==> src/rtl/switch_debounce_filter.sv <==
// Debounce filter for one mechanical switch: clean level, rise/fall strobes and an LED toggle.
// Optional macro DEBOUNCE_SYNC_EN adds a 2-flop synchroniser ahead of the filter.
module switch_debounce_filter #(
    parameter int   DEBOUNCE_LIMIT = 250000,
    parameter logic INIT_LEVEL     = 1'b0
) (
    input  logic i_Clk,
    input  logic i_Rst,
    input  logic i_Switch,
    output logic o_Switch,
    output logic o_Rise,
    output logic o_Fall,
    output logic o_Busy,
    output logic o_LED_Toggle
);

    localparam int            CW   = $clog2(DEBOUNCE_LIMIT);
    localparam logic [CW-1:0] LAST = CW'(DEBOUNCE_LIMIT - 1);

    typedef enum logic {
        IDLE,
        COUNT
    } state_t;

    state_t        state_q, state_d;
    logic [CW-1:0] count_q, count_d;
    logic          switch_q, switch_d;
    logic          rise_q, rise_d;
    logic          fall_q, fall_d;
    logic          busy_q, busy_d;
    logic          led_q, led_d;
    logic          sample_q;

`ifdef DEBOUNCE_SYNC_EN
    logic sync1_q;

    always_ff @(posedge i_Clk or posedge i_Rst) begin
        if (i_Rst) begin
            sync1_q  <= INIT_LEVEL;
            sample_q <= INIT_LEVEL;
        end else begin
            sync1_q  <= i_Switch;
            sample_q <= sync1_q;
        end
    end
`else
    always_ff @(posedge i_Clk or posedge i_Rst) begin
        if (i_Rst) begin
            sample_q <= INIT_LEVEL;
        end else begin
            sample_q <= i_Switch;
        end
    end
`endif

    always_ff @(posedge i_Clk or posedge i_Rst) begin
        if (i_Rst) begin
            state_q  <= IDLE;
            count_q  <= '0;
            switch_q <= INIT_LEVEL;
            rise_q   <= 1'b0;
            fall_q   <= 1'b0;
            busy_q   <= 1'b0;
            led_q    <= 1'b0;
        end else begin
            state_q  <= state_d;
            count_q  <= count_d;
            switch_q <= switch_d;
            rise_q   <= rise_d;
            fall_q   <= fall_d;
            busy_q   <= busy_d;
            led_q    <= led_d;
        end
    end

    always_comb begin
        state_d = state_q;
        case (state_q)
            IDLE: begin
                if (sample_q != switch_q) begin
                    state_d = COUNT;
                end
            end
            COUNT: begin
                if (sample_q == switch_q || count_q == LAST) begin
                    state_d = IDLE;
                end
            end
            default: state_d = IDLE;
        endcase
    end

    // The count holds the number of consecutive differing samples seen so far;
    // the sample that would make it DEBOUNCE_LIMIT commits the new level instead.
    always_comb begin
        count_d  = count_q;
        switch_d = switch_q;
        rise_d   = 1'b0;
        fall_d   = 1'b0;
        led_d    = led_q;
        busy_d   = (state_d == COUNT);
        case (state_q)
            IDLE: begin
                count_d = (sample_q != switch_q) ? CW'(1) : '0;
            end
            COUNT: begin
                if (sample_q == switch_q) begin
                    count_d = '0;
                end else if (count_q == LAST) begin
                    count_d  = '0;
                    switch_d = sample_q;
                    rise_d   = sample_q;
                    fall_d   = ~sample_q;
                    led_d    = led_q ^ sample_q;
                end else begin
                    count_d = count_q + CW'(1);
                end
            end
            default: count_d = '0;
        endcase
    end

    assign o_Switch     = switch_q;
    assign o_Rise       = rise_q;
    assign o_Fall       = fall_q;
    assign o_Busy       = busy_q;
    assign o_LED_Toggle = led_q;

endmodule

==> config.mk <==
export PLATFORM = sky130hd
export DESIGN_NAME = switch_debounce_filter
export DESIGN_NICKNAME = d
export VERILOG_FILES = /design/src/rtl/switch_debounce_filter.sv
export SDC_FILE = /design/constraint.sdc
export NUM_CORES = 1
export LEC_CHECK = 0
export CORE_ASPECT_RATIO = 0.6
export CORE_MARGIN = 1
export CORE_UTILIZATION = 51
export DETAILED_ROUTE_END_ITERATION = 6
export PLACE_DENSITY_LB_ADDON = 0.12
export SYNTH_ARGS = -nofsm -noshare
export SYNTH_HDL_FRONTEND = slang
export SYNTH_SLANG_ARGS = --single-unit
==> constraint.sdc <==
create_clock -name i_Clk -period 1.8 [get_ports i_Clk]
set_input_delay 0.45 -clock i_Clk [delete_from_list [all_inputs] [get_ports i_Clk]]
set_output_delay 0.45 -clock i_Clk [all_outputs]
set_load 0.1 [all_outputs]
Yosys cells after proc, flatten, opt, wreduce, memory -nomap -nowiden
Cells that the tools add are included.
{ "word_totals": {"ff_bits": 24, "latchBits": 0, "mem_bits_rw": 0, "mem_bits_ro": 0, "in_bits": 3, "word_cells": 30, "n_memories": 0} }
{ "classes": {"addsub": 1, "mul": 0, "div": 0, "order_cmp": 0, "eq_ne": 3, "shift": 0, "mux": 13, "n_bitwise": 4, "n_reduce_logical": 2} }
{ "op_table": {"columns": ["operator", "count"], "rows": [
  ["$mux 18", 2],
  ["$pmux 18 s2", 1],
  ["$add 18x1->18 const B", 1],
  ["$eq 18x18->1 const B", 1],
  ["$mux 1", 9],
  ["$not 1->1", 3],
  ["$reduce_and 3->1", 1],
  ["$pmux 1 s2", 1],
  ["$eq 1x1->1", 1],
  ["$logic_or 1x1->1", 1],
  ["$ne 1x1->1", 1],
  ["$xor 1x1->1", 1]
]} }

Depth between registers and ports, before layout
{ "logic_depth": {"ltp_word": 4, "depth_mapped": 6} }

Worst setup path before layout
OpenSTA, ideal clock, no wires.
{ "synth_timing": {"kind": "reg2reg", "from": "register switch_q (netlist: o_Switch)", "to": "register count_q[10]", "setup_ns": 0.121, "t_arrival_ns": 1.819, "required_ns": 1.679, "slack_ns": -0.141, "stages_incl_launch_ff": 6, "period_less_slack_ns": 1.941, "cell_sequence": "dfrtp_1 > xnor2_1 > and2b_2 > o21ai_2 > buf_2 > nor2_1"} }
{ "synth_via": {"elab_chain_cells": 3} }
{ "synth_rtl": {"columns": ["element", "line", "source"], "rows": [
  ["start, declared", "27", "logic switch_q, switch_d;"],
  ["start signal, assigned", "68", "switch_q <= switch_d;"],
  ["$eq 1x1->1", "107", "if (sample_q == switch_q) begin"],
  ["$mux 18", "107", null],
  ["$pmux 18 s2", "102", "case (state_q)"],
  ["net count_d[10]", "26", "logic [CW-1:0] count_q, count_d;"],
  ["end signal, assigned", "67", "count_q <= count_d;"],
  ["end, declared", "26", null]
]} }
The timed path passes the listed nets, and every way through them passes these cells.
A chain may end at the register's enable or synchronous reset.

Final worst setup path
{ "layout_timing": {"from": "register count_q[0]", "to": "register count_q[17]"} }
{ "layout_via": {"elab_chain_cells": 4, "elab_cells_between_ends": 5, "classes_between": "1 x add/sub; 1 x eq/ne; 3 x mux"} }
{ "layout_rtl": {"columns": ["element", "line", "source"], "rows": [
  ["$add 18x1->18 or $eq 18x18->1 (tied branches)", "116, 109", null],
  ["$mux 18 (*)", "109", "end else if (count_q == LAST) begin"],
  ["$mux 18 (*)", "107", null],
  ["$pmux 18 s2 (*)", "102", null],
  ["net count_d[17]", "26", null]
]} }
The timed path passes the listed nets; every way through them passes the cells marked *.

==> impl_metrics.json <==
{
  "crit_required_ns": 1.94,
  "maxCapViolations": 0,
  "die_area_mm2": 0.00245,
  "grt_pass1_vias": 839,
  "power_per_cell_area_mw_per_mm2": 648,
  "clkLatencyLatePin_ns": 0.26,
  "relSlewSlack": 0.675,
  "met1_usage": 0.332,
  "core-area_mm2": 0.00198,
  "avgSynthCellArea_um2": 10.2,
  "arrival_ns": 1.86,
  "async_flop_share": 1.00,
  "synth_seq_area_share": 0.523,
  "wire_per_inst_um": 14.8,
  "grt.busiest_layer": "met2",
  "grt_pass1_wl_mm": 4.07,
  "grt_remaining_overflow": 0,
  "synthTopCellsByCount": "dfrtp_1, nor2_1, xnor2_1, nor4_1",
  "syn_to_final_growth_pct": 23.6,
  "synth_area_mm2": 0.00115,
  "synthDistinctLibCells": 27,
  "setup.worst_path.start": "count_q[0]",
  "layout-drive-gt1-share": 0.189,
  "cp-end-kind": "flop",
  "final_net_count": 137,
  "ioPinCount": 8,
  "slowest_delay_ns": 0.50,
  "num_vias": 885,
  "vdd_drop_max_uv": 394,
  "track_usage": 0.236,
  "dr.pass1.iters": 4,
  "clock_skew_ns": 0.00699,
  "rsz0062_at_grt": "true",
  "yosys_warnings": 0,
  "synth_mux_area_frac": 0.00981,
  "setup_viol": 0,
  "multi_input_area_um2": 522,
  "grtUsageMet3": 0.0676,
  "synth-xor-area-share": 0.130,
  "finalWeightedCongestion": 0.786,
  "regArea_um2": 602,
  "antenna_cells": 0,
  "synth-edff-count": 0,
  "grt_start_max_net_pins": 25,
  "hpwl_mm": 1.77,
  "cts_resized": 0,
  "cts_hold_buf": 0,
  "vias_per_cell": 5.53,
  "timing.setup.tns_ns": 0,
  "fmax_mhz": 582,
  "synthCells": 113,
  "worstSetupPathType": "reg2reg",
  "synth_fa_ha_area_frac": 0.0109,
  "clock-sinks": 24,
  "power_uw": 919,
  "yosysTopAreaCell": "dfrtp_1",
  "regToRegStartpoint": "count_q[0]",
  "final_util": 0.715,
  "syn_nets": 117,
  "dp_cells": 155,
  "io_buffer_count": 7,
  "ys.flop_type": "dfrtp_1",
  "cts-root-buf": "clkbuf_8",
  "num-fill-cells": 152,
  "row_count": 12,
  "antenna_found_initial": 0,
  "htree_levels": 1,
  "yosysMostFrequentCell": "dfrtp_1",
  "synth_top_area_frac": 0.523,
  "status": "finished, final reports clean",
  "critical-path-slowest-cell": "or4_4",
  "synthTopCellsByArea": "dfrtp_1, xnor2_1, nor2_1",
  "synth_compound_area_frac": 0.0284,
  "crit_path_cell_trace": "ha_1, nand3_2, or4_4, o21ai_2, buf_4, a21oi_1",
  "synth_top_family_by_area": "simple AND/OR/NAND/NOR gates",
  "ys_ff_latch": 24,
  "clock_path_buffers": 2,
  "synthSimpleGateAreaFrac": 0.273,
  "drcViolationCount": 0,
  "min_period_ns": 1.72,
  "die_y_um": 38.7,
  "ant_nets": 0,
  "tightestPinTransition_ns": 0.483,
  "cp_max_fo": 7,
  "p_leak_nw": 0.561,
  "grtUsageMet2": 0.358,
  "cts_buffers": 3,
  "start_kind": "flop",
  "fp.dieW_um": 63.2,
  "fin_crit_sh": 0.954,
  "first_iter_violations": 53,
  "finalNonFillerCells": 160,
  "maxSlewViolCount": 0,
  "clk_pin_slew_worst_paths_ns": 0.08,
  "start_util": 0.579,
  "wirelength_mm": 2.37,
  "cts_tree": "built",
  "hold_class": "in2async",
  "hold_violations": 0
}
==> layer usage <==
metal  wire (um)  vias to the layer above
met2        1030                       24
met4          11                        0
li1            -                      428
met1        1200                      431
met3         136                        2
met5           0                        -
==> cells by family after synthesis <==
| kind of cell | count (synthesis) |
|---|---|
| mux | 1 |
| buf+inv | 7 |
| xor+xnor | 17 |
| fa+ha+maj | 1 |
| compound gates | 5 |
| simple gates | 58 |
| flops | 24 |
==> worst max-delay path: cells and delay by family (launching register included) <==
family	cells	cell delay [ns]
and+or+nand+nor	2	0.60
AOI/OAI and AO/OA	2	0.22
buffers and inverters	1	0.17
adders and majority gates	1	0.21
DFF	1	0.40
==> layout make-up <==
class,count,area share
clock buffers,4,0.0318
inverters,5,0.0132
multi-input cells,82,0.368
flip-flops and latches,24,0.425
well taps,28,0.0247
repair buffers,17,0.138
==> where the power goes <==
group / leakage (nW) / switching, mW / total [mW] / internal, mW
combinational: 0.212 / 0.0328 / 0.0552 / 0.0224
sequential: 0.327 / 0.00817 / 0.553 / 0.545
clock: 0.0228 / 0.153 / 0.310 / 0.158
==> worst paths after layout <==
kind / cells after the start / to / slack [ns]
max in group asynchronous: 3 / o_Switch / 1.02
max reg2reg: 6 / count_q[17] / 0.08
min in group i_Clk: 1 / o_LED_Toggle / 0.54
max: 6 / count_q[17] / 0.08
min reg2reg: 1 / o_LED_Toggle / 0.54
min: 3 / sample_q / 0.53
==> repair_timing <==
action | 4_1_cts | 5_1_grt
setup endpoints to repair | 0 | 4
endpoints found under the hold margin | 0 | 0
setup buffers | 0 | 1
==> state kept, by name (all words and copies together) (netlist names) <==
name	cells
o_Switch	1
count_q	18
sample_q	1
o_Rise	1
o_LED_Toggle	1
o_Fall	1
o_Busy	1
==> per-stage QoR <==
step | hold WS, ns | setup WS, ns | area [um^2]
floorplan | 0.465 | 0.0172 | 1160
global placement | 0.521 | 0.136 | 1370
detailed placement | 0.513 | 0.0961 | 1370
CTS | 0.532 | 0.0924 | 1410
global route | 0.555 | -0.0194 | 1420
finish | 0.528 | 0.0823 | 1420
==> cell usage in the layout, fill, tap and decap left out, types with 3 or more instances in the layout <==
cell type | Yosys | layout
nor4_1 | 8 | 8
buf_12 | 0 | 5
nand3_1 | 6 | 6
dfrtp_1 | 24 | 23
inv_1 | 5 | 5
nor3_1 | 5 | 5
xnor2_1 | 16 | 16
nand2_1 | 6 | 6
nand4_1 | 4 | 4
nor2_1 | 19 | 19
buf_4 | 0 | 10
clkbuf_8 | 0 | 3
(Power assumes the default switching activity.)
